### src/rtl/ctrl_pkg.sv
// Shared frame-buffer definitions: FSM states, frame size and result-memory address fields.
package ctrl_pkg;

    typedef enum logic [1:0] {
        ST_IDLE  = 2'd0,
        ST_WRITE = 2'd1,
        ST_FLUSH = 2'd2,
        ST_DONE  = 2'd3
    } state_t;

    localparam int FRAME_WORDS = 192;
    localparam int ADDR_W      = 8;

    localparam int CHA_HI = 7;
    localparam int CHA_LO = 6;
    localparam int ROW_HI = 5;
    localparam int ROW_LO = 3;
    localparam int COL_HI = 2;
    localparam int COL_LO = 0;

endpackage

### src/rtl/write_ctrl_s2.sv
// Result-memory write controller: accepts one frame of samples and writes them at consecutive addresses.
// Writes appear 1 cycle after acceptance; in_ready stalls upstream outside WRITE. Optional err via WRITE_CTRL_ERR_EN.
module write_ctrl_s2
    import ctrl_pkg::*;
#(
    parameter int DATA_W  = 8,
    parameter int N_WORDS = FRAME_WORDS
) (
    input  logic                 clk,
    input  logic                 reset,
    input  logic                 data_rdy,
    input  logic                 in_valid,
    input  logic [DATA_W-1:0]    in_data,
    output logic                 in_ready,
    output logic                 we_b,
    output logic [ADDR_W-1:0]    dir_B,
    output logic [DATA_W-1:0]    din_b,
    output logic [1:0]           cha_addr,
    output logic [2:0]           row_addr,
    output logic [2:0]           col_addr,
    output logic                 data_done,
    output logic                 busy
`ifdef WRITE_CTRL_ERR_EN
    ,
    output logic                 err
`endif
);

    localparam logic [ADDR_W-1:0] LAST_IDX = ADDR_W'(N_WORDS - 1);

    state_t              state;
    state_t              state_nxt;
    logic [ADDR_W-1:0]   cnt;
    logic                armed;
    logic                accept;
    logic                last;

    assign accept = in_valid & in_ready;
    assign last   = accept && (cnt == LAST_IDX);

    always_ff @(posedge clk) begin
        if (reset) begin
            state <= ST_IDLE;
        end else begin
            state <= state_nxt;
        end
    end

    always_comb begin
        state_nxt = state;
        case (state)
            ST_IDLE:  if (data_rdy && armed) state_nxt = ST_WRITE;
            ST_WRITE: if (last) state_nxt = ST_FLUSH;
            ST_FLUSH: state_nxt = ST_DONE;
            ST_DONE:  state_nxt = ST_IDLE;
            default:  state_nxt = ST_IDLE;
        endcase
    end

    always_comb begin
        in_ready  = 1'b0;
        busy      = 1'b0;
        data_done = 1'b0;
        case (state)
            ST_WRITE: begin
                in_ready = 1'b1;
                busy     = 1'b1;
            end
            ST_FLUSH: busy = 1'b1;
            ST_DONE: begin
                busy      = 1'b1;
                data_done = 1'b1;
            end
            default: ;
        endcase
    end

    // The counter holds at the last index on the final acceptance so it never passes N_WORDS-1.
    always_ff @(posedge clk) begin
        if (reset) begin
            cnt   <= '0;
            dir_B <= '0;
            din_b <= '0;
            we_b  <= 1'b0;
            armed <= 1'b1;
        end else begin
            we_b <= accept;
            if (accept) begin
                dir_B <= cnt;
                din_b <= in_data;
            end
            if (state == ST_IDLE && state_nxt == ST_WRITE) begin
                cnt <= '0;
            end else if (accept && !last) begin
                cnt <= cnt + 1'b1;
            end
            // A low data_rdy re-arms even while entering DONE: the level has already dropped.
            if (!data_rdy) begin
                armed <= 1'b1;
            end else if (state != ST_DONE && state_nxt == ST_DONE) begin
                armed <= 1'b0;
            end
        end
    end

    assign cha_addr = dir_B[CHA_HI:CHA_LO];
    assign row_addr = dir_B[ROW_HI:ROW_LO];
    assign col_addr = dir_B[COL_HI:COL_LO];

`ifdef WRITE_CTRL_ERR_EN
    always_ff @(posedge clk) begin
        if (reset) begin
            err <= 1'b0;
        end else if ((state == ST_WRITE && !data_rdy) ||
                     ((state == ST_FLUSH || state == ST_DONE) && in_valid)) begin
            err <= 1'b1;
        end
    end
`endif

endmodule
### config.mk
export PLATFORM = sky130hd
export DESIGN_NAME = write_ctrl_s2
export DESIGN_NICKNAME = d
export VERILOG_FILES = /design/src/rtl/ctrl_pkg.sv /design/src/rtl/write_ctrl_s2.sv
export SDC_FILE = /design/constraint.sdc
export NUM_CORES = 1
export LEC_CHECK = 0
export BUFFER_PORTS_ARGS = -buffer_cell sky130_fd_sc_hd__buf_4
export CAP_MARGIN = 20
export CORE_AREA = 2 2 51 53
export DETAILED_ROUTE_END_ITERATION = 8
export DIE_AREA = 0 0 53 55
export PLACE_DENSITY = 0.8
export SKIP_CTS_REPAIR_TIMING = 1
export SYNTH_ARGS = -nofsm -noshare
export SYNTH_HDL_FRONTEND = slang
export SYNTH_SLANG_ARGS = --single-unit
export TNS_END_PERCENT = 30
### constraint.sdc
create_clock -name clk -period 3.9 [get_ports clk]
set_clock_uncertainty 0.2 [all_clocks]
set_input_delay 0.585 -clock clk [delete_from_list [all_inputs] [get_ports clk]]
set_output_delay 0.585 -clock clk [all_outputs]
set_load 0.005 [all_outputs]
Word-level counts from Yosys, hierarchy flattened:

Index checks and enable logic that the tools add are counted.
Widths: inputs -> output; s select.

* bitwise operators: 2
* reduce and logical (&&, ||, !) cells: 10
* equal/unequal tests: 7
* multiplexer cells: 6
* add/subtract/negate cells: 1

Operators by type and width (number)
* $add 8x1->8 const B: 1
* $eq 8x8->1 const B: 1
* $pmux 2 s4: 1
* $eq 2x2->1 const B: 3
* $logic_and 1x1->1: 5
* $eq 2x1->1 const B: 2
* $mux 2: 2
* $reduce_or 2->1: 2
* $mux 1: 3
* $reduce_or 3->1: 1
* $logic_not 2->1: 1
* $ne 2x2->1 const B: 1
* $and 1x1->1: 1
* $logic_not 1->1: 1
* $not 1->1: 1

* output and inout port bits: 28
* logic and storage cells: 32
* register bits: 28
* input port bits: 12

Longest topological paths before layout:

Gate-level depths: netlist of the first run.

* depth in word-level cells: 9
* mapped depth: 5

Least setup slack after synthesis of the first run:

Ideal clock, no wire load.

* kind: input port to flip-flop
* start: in in_valid
* end: reg cnt[7]
* arrival time: 1402 ps
* path slack: 2229 ps
* buffers on the path: 1
* stages: 5
* cell sequence: and3b_2 > buf_6 > nand3_2 > or3_1 > a21oi_1

* longest elaborated chain between the ends: 7
* elaborated cells between the ends (all ways): 9
* those cells by class: 1 x eq/ne; 2 x mux; 1 x bitwise; 5 x reduce/logical

RTL lines
* from (decl): RTL line write_ctrl_s2.sv:12 `input logic in_valid,`
* $and 1x1->1 *: RTL line write_ctrl_s2.sv:38 `assign accept = in_valid & in_ready;`
* $logic_and 1x1->1: RTL line write_ctrl_s2.sv:39 `assign last = accept && (cnt == LAST_IDX);`
* $mux 2: RTL line write_ctrl_s2.sv:53 `ST_WRITE: if (last) state_nxt = ST_FLUSH;`
* $pmux 2 s4: RTL line write_ctrl_s2.sv:51 `case (state)`
* $eq 2x1->1: RTL line write_ctrl_s2.sv:92 `if (state == ST_IDLE && state_nxt == ST_WRITE) begin`
* $logic_and 1x1->1: RTL line write_ctrl_s2.sv:92
* $reduce_or 2->1 (no line)
* to (signal assigned): RTL line write_ctrl_s2.sv:95 `cnt <= cnt + 1'b1;`
* to (decl): RTL line write_ctrl_s2.sv:33 `logic [ADDR_W-1:0] cnt;`

Every way passes the cells marked *; elsewhere a longest branch is shown, timed or not.
A chain may end at the register's enable or synchronous reset.

Worst setup path in the final report of the first run:

* start: reg state[1]
* end: out in_ready

* longest elaborated chain between the ends: 2

RTL lines
* from (decl): RTL line write_ctrl_s2.sv:31 `state_t state;`
* from (signal assigned): RTL line write_ctrl_s2.sv:45 `state <= state_nxt;`
* $eq 2x1->1: RTL line write_ctrl_s2.sv:64 `case (state)`
* $mux 1: RTL line write_ctrl_s2.sv:64
* to (decl): RTL line write_ctrl_s2.sv:14 `output logic in_ready,`

Every way passes these cells.

==> results.cfg, run 1 <==
[synthesis]
synth_area_per_cell_um2 = 8.34
yosys_most_used_dff = dfxtp_1
synth_top_family_by_area = simple AND/OR/NAND/NOR gates
netlist_top_cells_area = dfxtp_1 48%, nand2_1 12%, a21oi_1 9.4%, buf_4 5.1%, o21ai_0 1.7%
netlist_area_um2 = 1180
postSynth.asyncResetShare_pct = 0
netlist_instances = 141
yosys.area_share.xor_xnor_pct = 1.49
ys_seq_elements = 28
most_instantiated_cells_after_synthesis = 39 x nand2_1, 28 x dfxtp_1, 22 x a21oi_1
synth-seq-area-share_pct = 47.7
warnings_from_yosys = 0
synth_simple_gate_area_share_pct = 25.1
synth.most_common_cell = nand2_1
synth_cell_types = 31
synth_top_cell_by_area = dfxtp_1
number_of_synthesized_flops_with_an_enable_pin = 0
synthesis.nets = 154
synthMuxAreaShare_pct = 0.851
fraction_of_the_mapped_netlist_area_in_compound_gates_pct = 16.0
synth-adder-area-share_pct = 1.06
synth_top_area_share_pct = 47.7

[grt]
grt_start_max_net_pins = 23
gr-total-overflow = 0
number_of_antenna_violations_at_the_first_check_in_global_routing = 0
first_pass_grt_wire_length_um = 3660
global_route.usage.total_pct = 17.0
grt_pass1_vias = 848

[worst_setup_path]
timing.critical_path.required_ps = 3120
timing.critical_path.depth = 2
cp-end-kind = output pin
r2r_setup_slack_ps = 2010
crit_arrival_ps = 1130
total_buffers_and_inverters_traversed_by_the_critical_path = 1
reg2reg_depth = 4
r2r_start = state[0]$_SDFF_PP0_
cp_slowest_cell = dfxtp_1
critical_path.cell_chain = and2b_1 > buf_4
startpoint_type_of_the_worst_setup_path = flip-flop
crit_path_max_incr_delay_ps = 440
reg2reg_capture_point = cnt[3]$_SDFFE_PP0P_
timing_worst_setup_path_type = flip-flop to output pin
worstPathMaxFanout = 6
critical-path-top-delay-family = flip-flops

[clocking]
cts-buffers-inserted = 3
clock_latency_ps = 320
cts_tree = built
htree_num_levels = 1
clkTransAtPathRegs_ps = 140
clock_tree.buffer_depth = 2
clock-sinks = 28
clock_tree.root_cell = clkbuf_4

[placement]
hpwl_um = 1750
place_congestion = 0.760
postPlaceCellArea_um2 = 1420
buffer_ports.inserted = 39

[final_layout]
fin_nets = 185
area_delta_synth_final_pct = 23.6
post_route_cells_drive_above_1_share_pct = 29.2
n_antenna_cell = 0
fin_area_um2 = 1450
fill_cells = 204

[die]
die-width_um = 53
initial_utilization_pct = 49.7
die_height_um = 55
core_area_um2 = 2360
die-area_um2 = 2920
ios = 40
num_rows = 18

[timing]
setup_repair_after_global_routing_missed_its_margin = false
finalMaxSlewViolations = 0
timing.final.crit_share_pct = 49.1
min_period_ps = 1910
worstMarginPinSlew_ps = 554
setup_viol_count_final = 0
slew-limit-headroom_pct = 63.0
fin_tns_setup_ps = 0
finalHoldViolations = 0
fmax_ghz = 0.523

[power]
cellPowerDensity_nw_per_um2 = 329
p_leak_nw = 0.597
worst_ir_drop_vdd_uv = 254

[hold_path]
hold_depth = 2
holdCritStartpoint = din_b[4]$_SDFFE_PP0P_
min_to = din_b[4]$_SDFFE_PP0P_
min_path_type = flip-flop to flip-flop

[flow_run]
timing.max_cap.violations = 0

[routing]
via_cell_ratio = 5.13
dr.first_iter.drc_count = 14
postRouteAntennaNets = 0
sum_of_routed_wire_length_over_all_layers_um = 2340
route.detailed.wl_per_inst_um = 11.6
drtPass1Iterations = 4
drt_drc_violations_left = 0
num_vias = 1031

[outcome]
run_status = complete, no violations
## layer usage
metal	part of all wire (%)	vias to the layer above	global-route usage, %
met5	0	-	0
met4	1.6	0	7.69
met3	4.9	5	2.42
met2	51	24	29.2
met1	42	477	21.4
li1	-	525	-
## final cells by class
cell class              count  area [um^2]  share of cell area [%]
inverters                   1         3.75                   0.258
clock buffers               4         36.3                    2.50
repair buffers             39          293                    20.1
well taps                  30         37.5                    2.58
flip-flops and latches     28          561                    38.6
multi-input cells          99          523                    36.0
## registers in the layout, summed over array words and instances, names as in the netlist
signal / cells
armed: 1
din_b: 8
dir_B: 8
we_b: 1
state: 2
cnt: 8
## cell usage in the layout, fill, tap and decap left out, types with 2 or more instances in the layout
cell / Yosys / routed
nand4_1: 2 / 2
o21ai_0: 4 / 4
buf_4: 8 / 39
a21oi_1: 22 / 22
nand3b_1: 2 / 2
nand3_1: 3 / 3
dfxtp_1: 28 / 28
xor2_1: 2 / 2
nor2_1: 5 / 5
or4_1: 2 / 2
nand2_1: 39 / 39
or3_1: 2 / 2
o211ai_1: 2 / 2
clkbuf_4: 0 / 3
## worst max path at each step
| stage | start | to |
|---|---|---|
| 2_1_floorplan | in_valid | cnt[7]$_SDFFE_PP0P_ |
| 3_3_place_gp | in_valid | cnt[3]$_SDFFE_PP0P_ |
| 6_report | state[1]$_SDFF_PP0_ | in_ready |
| 5_1_grt | state[0]$_SDFF_PP0_ | cnt[3]$_SDFFE_PP0P_ |
| 4_1_cts | state[1]$_SDFF_PP0_ | in_ready |
| 3_5_place_dp | in_valid | cnt[3]$_SDFFE_PP0P_ |
## cells by family (layout without fill, tap and decap cells)
kind of cell             count (synthesis)  count (layout)
multiplexers                             1               1
adder cells (fa/ha/maj)                  1               1
flip-flops                              28              28
AND/OR/NAND/NOR                         63              63
AO/OA/AOI/OAI                           32              32
XOR/XNOR                                 2               2
buffers and inverters                   14              44
## power breakdown
part	switching, W	total (W)	internal [W]
logic	0.0000227	0.0000447	0.0000219
clock network	0.0000805	0.000138	0.0000571
registers	0.00000395	0.000295	0.000292
total	0.000107	0.000478	0.000371
## worst reg2reg max path: cells and delay by family, from the launching register on
family | cells | cell delay [ps]
compound gates | 1 | 180
flops | 1 | 430
simple gates | 3 | 1040
## through the flow
step           utilization (%)  power (W)  setup WS [ps]  std cells  hold WS, ps
2_1_floorplan                -   0.000326           2230        141          253
3_3_place_gp              59.9   0.000345           1840        197          246
3_5_place_dp              59.9   0.000347           1790        197          249
4_1_cts                   61.5   0.000481           1980        201          266
5_1_grt                   61.5   0.000498           1880        201          272
6_report                  61.5   0.000478           1990        201          267
No activity file was read; power rests on OpenSTA's default activity.
==> run 2, diff against run 1 <==
Settings changed: CORE_AREA 2 2 51 53 to 2 2 53 55, DIE_AREA 0 0 53 55 to 0 0 55 57, PLACE_DENSITY 0.8 to 0.74.
Clock period 3.9 ns to 1.9 ns, I/O delays scaled along.
==> run 2 against run 1 <==
Effect of this change:
- count of clock-buffer cells in the layout stayed put
- cell area up 7.1%
- clock power rose by 99%
- global-route usage is 1.9 points lower
- critical path type is now input pin to flip-flop
- largest power group unchanged
- highest routed layer unchanged
==> results.cfg, run 2 (synthesis results as in run 1) <==
[outcome]
run_status = complete, no violations

[power]
clockPowerShare_pct = 27.7
worst_ir_drop_vdd_uv = 552
switching_share_pct = 21.8
power.share.combinational_pct = 11.2
netSwitchingPower_w = 0.000217
power_frac_seq_pct = 61.1
internal_power_w = 0.000776
p_leak_nw = 0.645
cellPowerDensity_nw_per_um2 = 637

[placement]
dp_cell_count = 201
buffer_ports.inserted = 39
hpwl_um = 1790
postPlaceCellArea_um2 = 1440
place_congestion = 0.715
preCtsSetupSlack_ps = 225

[final_layout]
footprint_of_the_multi_input_gates_um2 = 523
fin_nets = 196
regArea_um2 = 561
layout_common_cells = 42 x buf_4, 39 x nand2_1, 28 x dfxtp_1
post_route_cells_drive_above_1_share_pct = 29.1
layout.cells.non_filler = 213
top_regs = cnt (8), din_b (8), dir_B (8)
area_delta_synth_final_pct = 32.4
n_antenna_cell = 0
fin_area_um2 = 1560
fill_cells = 249
commonest_non_fill_non_tap_cell_in_the_layout = buf_4

[routing]
top_layer_used = met4
met3_layer_wire_length_in_the_routed_design_um = 123
wl_met1_um = 1080
num_vias = 1052
dr.first_iter.drc_count = 23
postRouteAntennaNets = 0
drtPass1Iterations = 4
sum_of_routed_wire_length_over_all_layers_um = 2440
via_cell_ratio = 4.94
drt_drc_violations_left = 0
dr_wl_met2_um = 1230
route.detailed.wl_per_inst_um = 11.5

[clocking]
clock_tree.root_cell = clkbuf_4
htree_num_levels = 1
clkTransAtPathRegs_ps = 140
cts_tree = built
clock_latency_ps = 320
clock_tree.buffer_depth = 2
clock-sinks = 28
cts-buffers-inserted = 3

[grt]
number_of_antenna_violations_at_the_first_check_in_global_routing = 0
first_pass_grt_wire_length_um = 3570
gr-total-overflow = 0
global_route.usage.total_pct = 15.1
grt_pass1_vias = 856
grt_start_max_net_pins = 23

[timing]
finalMaxSlewViolations = 0
worstMarginPinSlew_ps = 284
setup_repair_after_global_routing_missed_its_margin = false
post-route-worst-setup-slack_ps = 191
slew-limit-headroom_pct = 81.0
setup_viol_count_final = 0
timing.final.crit_share_pct = 90.0
fmax_ghz = 0.585
fin_tns_setup_ps = 0
whs_ps = 9.10
finalHoldViolations = 0
min_period_ps = 1710

[worst_setup_path]
timing.critical_path.required_ps = 1980
cp-end-kind = flip-flop
startpoint_type_of_the_worst_setup_path = input pin
crit_arrival_ps = 1790
worstPathMaxFanout = 7
timing_worst_setup_path_type = input pin to flip-flop

[die]
die_height_um = 57
die-area_um2 = 3140
num_rows = 19
ios = 40
core_area_um2 = 2620
die-width_um = 55
initial_utilization_pct = 45.0

[hold_path]
min_path_type = input pin to flip-flop

[flow_run]
timing.max_cap.violations = 0
==> run 2: cell types whose count changed in the layout (fill, tap and decap cells not counted) <==
cell	before	now
dlygate4sd3_1	0	8
buf_4	39	42
==> run 2: worst max-delay path, stage by stage <==
cell and delay (ps):
dlygate4sd3_1 530, buf_4 150, a31o_4 250, or4_1 490, nand2_1 70
==> run 2: worst paths after layout <==
kind	start	end	slack, ps	depth (start not counted)
max	data_rdy	cnt[3]$_SDFFE_PP0P_	190	5
min	in_data[5]	din_b[5]$_SDFFE_PP0P_	9	3
max reg2reg	cnt[0]$_SDFFE_PP0P_	cnt[6]$_SDFFE_PP0P_	200	4
min reg2reg	din_b[3]$_SDFFE_PP0P_	din_b[3]$_SDFFE_PP0P_	260	2
==> run 2: layout make-up <==
cell class,count,area share (%)
clock buffer,4,2.33
tap,31,2.49
inverter,1,0.241
sequential,28,36.0
multi-input combinational,99,33.6
timing repair buffer,50,25.4
==> run 2: power by group through the flow <==
stage / clock network (W) / registers (W) / logic [W]
global route: 0.000312 / 0.000608 / 0.000121
CTS: 0.000289 / 0.000606 / 0.0000975
detailed placement: 0 / 0.000619 / 0.0000971
global placement: 0 / 0.000618 / 0.0000960
floorplan: 0 / 0.000619 / 0.0000493
finish: 0.000275 / 0.000606 / 0.000111
==> run 2: layer usage <==
metal / track usage [%] / up-vias
met4: 2.09 / 0
met5: 0 / -
met3: 4.71 / 2
li1: - / 549
met1: 19.7 / 473
met2: 25.0 / 28
==> run 2: per-stage QoR <==
stage / util [%] / total power, W
6_report: 59.6 / 0.000992
5_1_grt: 59.6 / 0.00104
4_1_cts: 56.5 / 0.000993
3_5_place_dp: 55.1 / 0.000716
3_3_place_gp: 55.1 / 0.000714
2_1_floorplan: - / 0.000668
==> run 3, diff against run 2 <==
Clock period 1.9 ns to 1.6 ns, I/O delays scaled along.
==> run 3 against run 2 <==
Effect of this change:
- the flow now finishes with violations (setup timing)
- first-iteration DRC count is 17% higher
- total power is 34% higher
- sequential power is 19% higher
- count of clock-buffer cells in the layout is 1 lower
- sequential share of layout area is 2.7 points lower
- flip-flop and latch count stayed put
- cell area is 9.3% higher
- largest power group unchanged
==> results.cfg, run 3 (synthesis results as in run 1) <==
[power]
worst_ir_drop_vdd_uv = 528
finalPower_w = 0.00133
p_leak_nw = 0.713
cellPowerDensity_nw_per_um2 = 783

[timing]
fmax_ghz = 0.611
timing.final.crit_share_pct = 102
post-route-worst-setup-slack_ps = -35.7
finalMaxSlewViolations = 0
finalHoldViolations = 0
worstMarginPinSlew_ps = 291
slew-limit-headroom_pct = 80.5
min_period_ps = 1640
setup_viol_count_final = 2
setup_repair_after_global_routing_missed_its_margin = true

[clocking]
clock-sinks = 28
clock_tree.root_cell = clkbuf_4
clock_tree.buffer_depth = 2
htree_num_levels = 1
clock_latency_ps = 330
cts_tree = built
clkTransAtPathRegs_ps = 150
cts-buffers-inserted = 3

[placement]
hpwl_um = 1900
postPlaceCellArea_um2 = 1490
buffer_ports.inserted = 39
place_congestion = 0.723
preCtsSetupSlack_ps = -34.5

[die]
die-area_um2 = 3140
ios = 40
die_height_um = 57
num_rows = 19
die-width_um = 55
initial_utilization_pct = 45.0
core_area_um2 = 2620

[grt]
global_route.usage.total_pct = 17.9
grt_pass1_vias = 1014
grt_start_max_net_pins = 22
gr-total-overflow = 0
first_pass_grt_wire_length_um = 4220
number_of_antenna_violations_at_the_first_check_in_global_routing = 0

[routing]
drt_drc_violations_left = 0
sum_of_routed_wire_length_over_all_layers_um = 2930
via_cell_ratio = 5.18
postRouteAntennaNets = 0
drtPass1Iterations = 4
num_vias = 1165
dr.first_iter.drc_count = 27
route.detailed.wl_per_inst_um = 13.0

[worst_setup_path]
total_buffers_and_inverters_traversed_by_the_critical_path = 0
startpoint_type_of_the_worst_setup_path = flip-flop
reg2reg_capture_point = cnt[6]$_SDFFE_PP0P_
reg2reg_depth = 4
timing_worst_setup_path_type = flip-flop to flip-flop
critical_path.cell_chain = ha_4 > nand4_1 > or4_1 > a21oi_1
critical-path-top-delay-family = simple AND/OR/NAND/NOR gates
timing.critical_path.required_ps = 1670
r2r_start = cnt[0]$_SDFFE_PP0P_
worstPathMaxFanout = 4
cp-end-kind = flip-flop
r2r_setup_slack_ps = -40
crit_path_max_incr_delay_ps = 570
crit_arrival_ps = 1710
cp_slowest_cell = or4_1

[hold_path]
holdCritStartpoint = reset
min_to = cnt[3]$_SDFFE_PP0P_
hold_depth = 4
min_path_type = input pin to flip-flop

[outcome]
run_status = complete, but fails checks
failing_checks = setup timing

[final_layout]
area_delta_synth_final_pct = 44.8
post_route_cells_drive_above_1_share_pct = 37.1
n_antenna_cell = 0
commonest_non_fill_non_tap_cell_in_the_layout = buf_4
fill_cells = 217
fin_nets = 208
layout.core_utilization_pct = 65.1
layout_common_cells = 51 x buf_4, 39 x nand2_1, 23 x dfxtp_1
fin_area_um2 = 1700
regArea_um2 = 567
top_regs = cnt (8), din_b (8), dir_B (8)
footprint_of_the_multi_input_gates_um2 = 547

[flow_run]
timing.max_cap.violations = 0
==> run 3: where the power goes <==
group          switching [W]  internal, W
combinational      0.0000663    0.0000842
sequential        0.00000923     0.000711
clock               0.000208     0.000253
==> run 3: tightest hold or removal path, stage by stage <==
cell and delay, ps:
buf_4 90, a31o_4 80, or4_1 100, nand2_1 50
==> run 3: layout make-up <==
class	count	area share, %
Sequential cell	28	33.3
Clock inverter	1	1.76
Multi-Input combinational cell	99	32.1
Tap cell	31	2.28
Clock buffer	3	1.32
Inverter	1	0.220
Timing Repair Buffer	62	29.0
==> run 3: how the worst max path moves through the flow <==
stage | depth (start not counted) | from | endpoint | slack (ps)
after global routing | 4 | cnt[0]$_SDFFE_PP0P_ | cnt[6]$_SDFFE_PP0P_ | -80
after global placement | 4 | cnt[0]$_SDFFE_PP0P_ | cnt[6]$_SDFFE_PP0P_ | 40
after CTS | 4 | cnt[1]$_SDFFE_PP0P_ | cnt[6]$_SDFFE_PP0P_ | -70
final | 4 | cnt[0]$_SDFFE_PP0P_ | cnt[6]$_SDFFE_PP0P_ | -40
after detailed placement | 4 | cnt[1]$_SDFFE_PP0P_ | cnt[6]$_SDFFE_PP0P_ | -30
after floorplan | 4 | cnt[0]$_SDFFE_PP0P_ | cnt[6]$_SDFFE_PP0P_ | 9
==> run 3: metal layers <==
metal / wire (um) / vias to the layer above / GRT usage [%]
met5: 0 / - / 0
met4: 42 / 0 / 6.27
li1: - / 576 / -
met2: 1540 / 41 / 30.6
met3: 130 / 8 / 2.36
met1: 1220 / 540 / 22.4
==> run 3: through the flow <==
stage               hold WS, ps  instances  setup TNS (ps)
global route               67.5        225            -379
floorplan                   127        141               0
CTS                       -79.2        212            -176
detailed placement          251        208           -64.9
global placement            242        208               0
finish                     56.1        225           -41.0
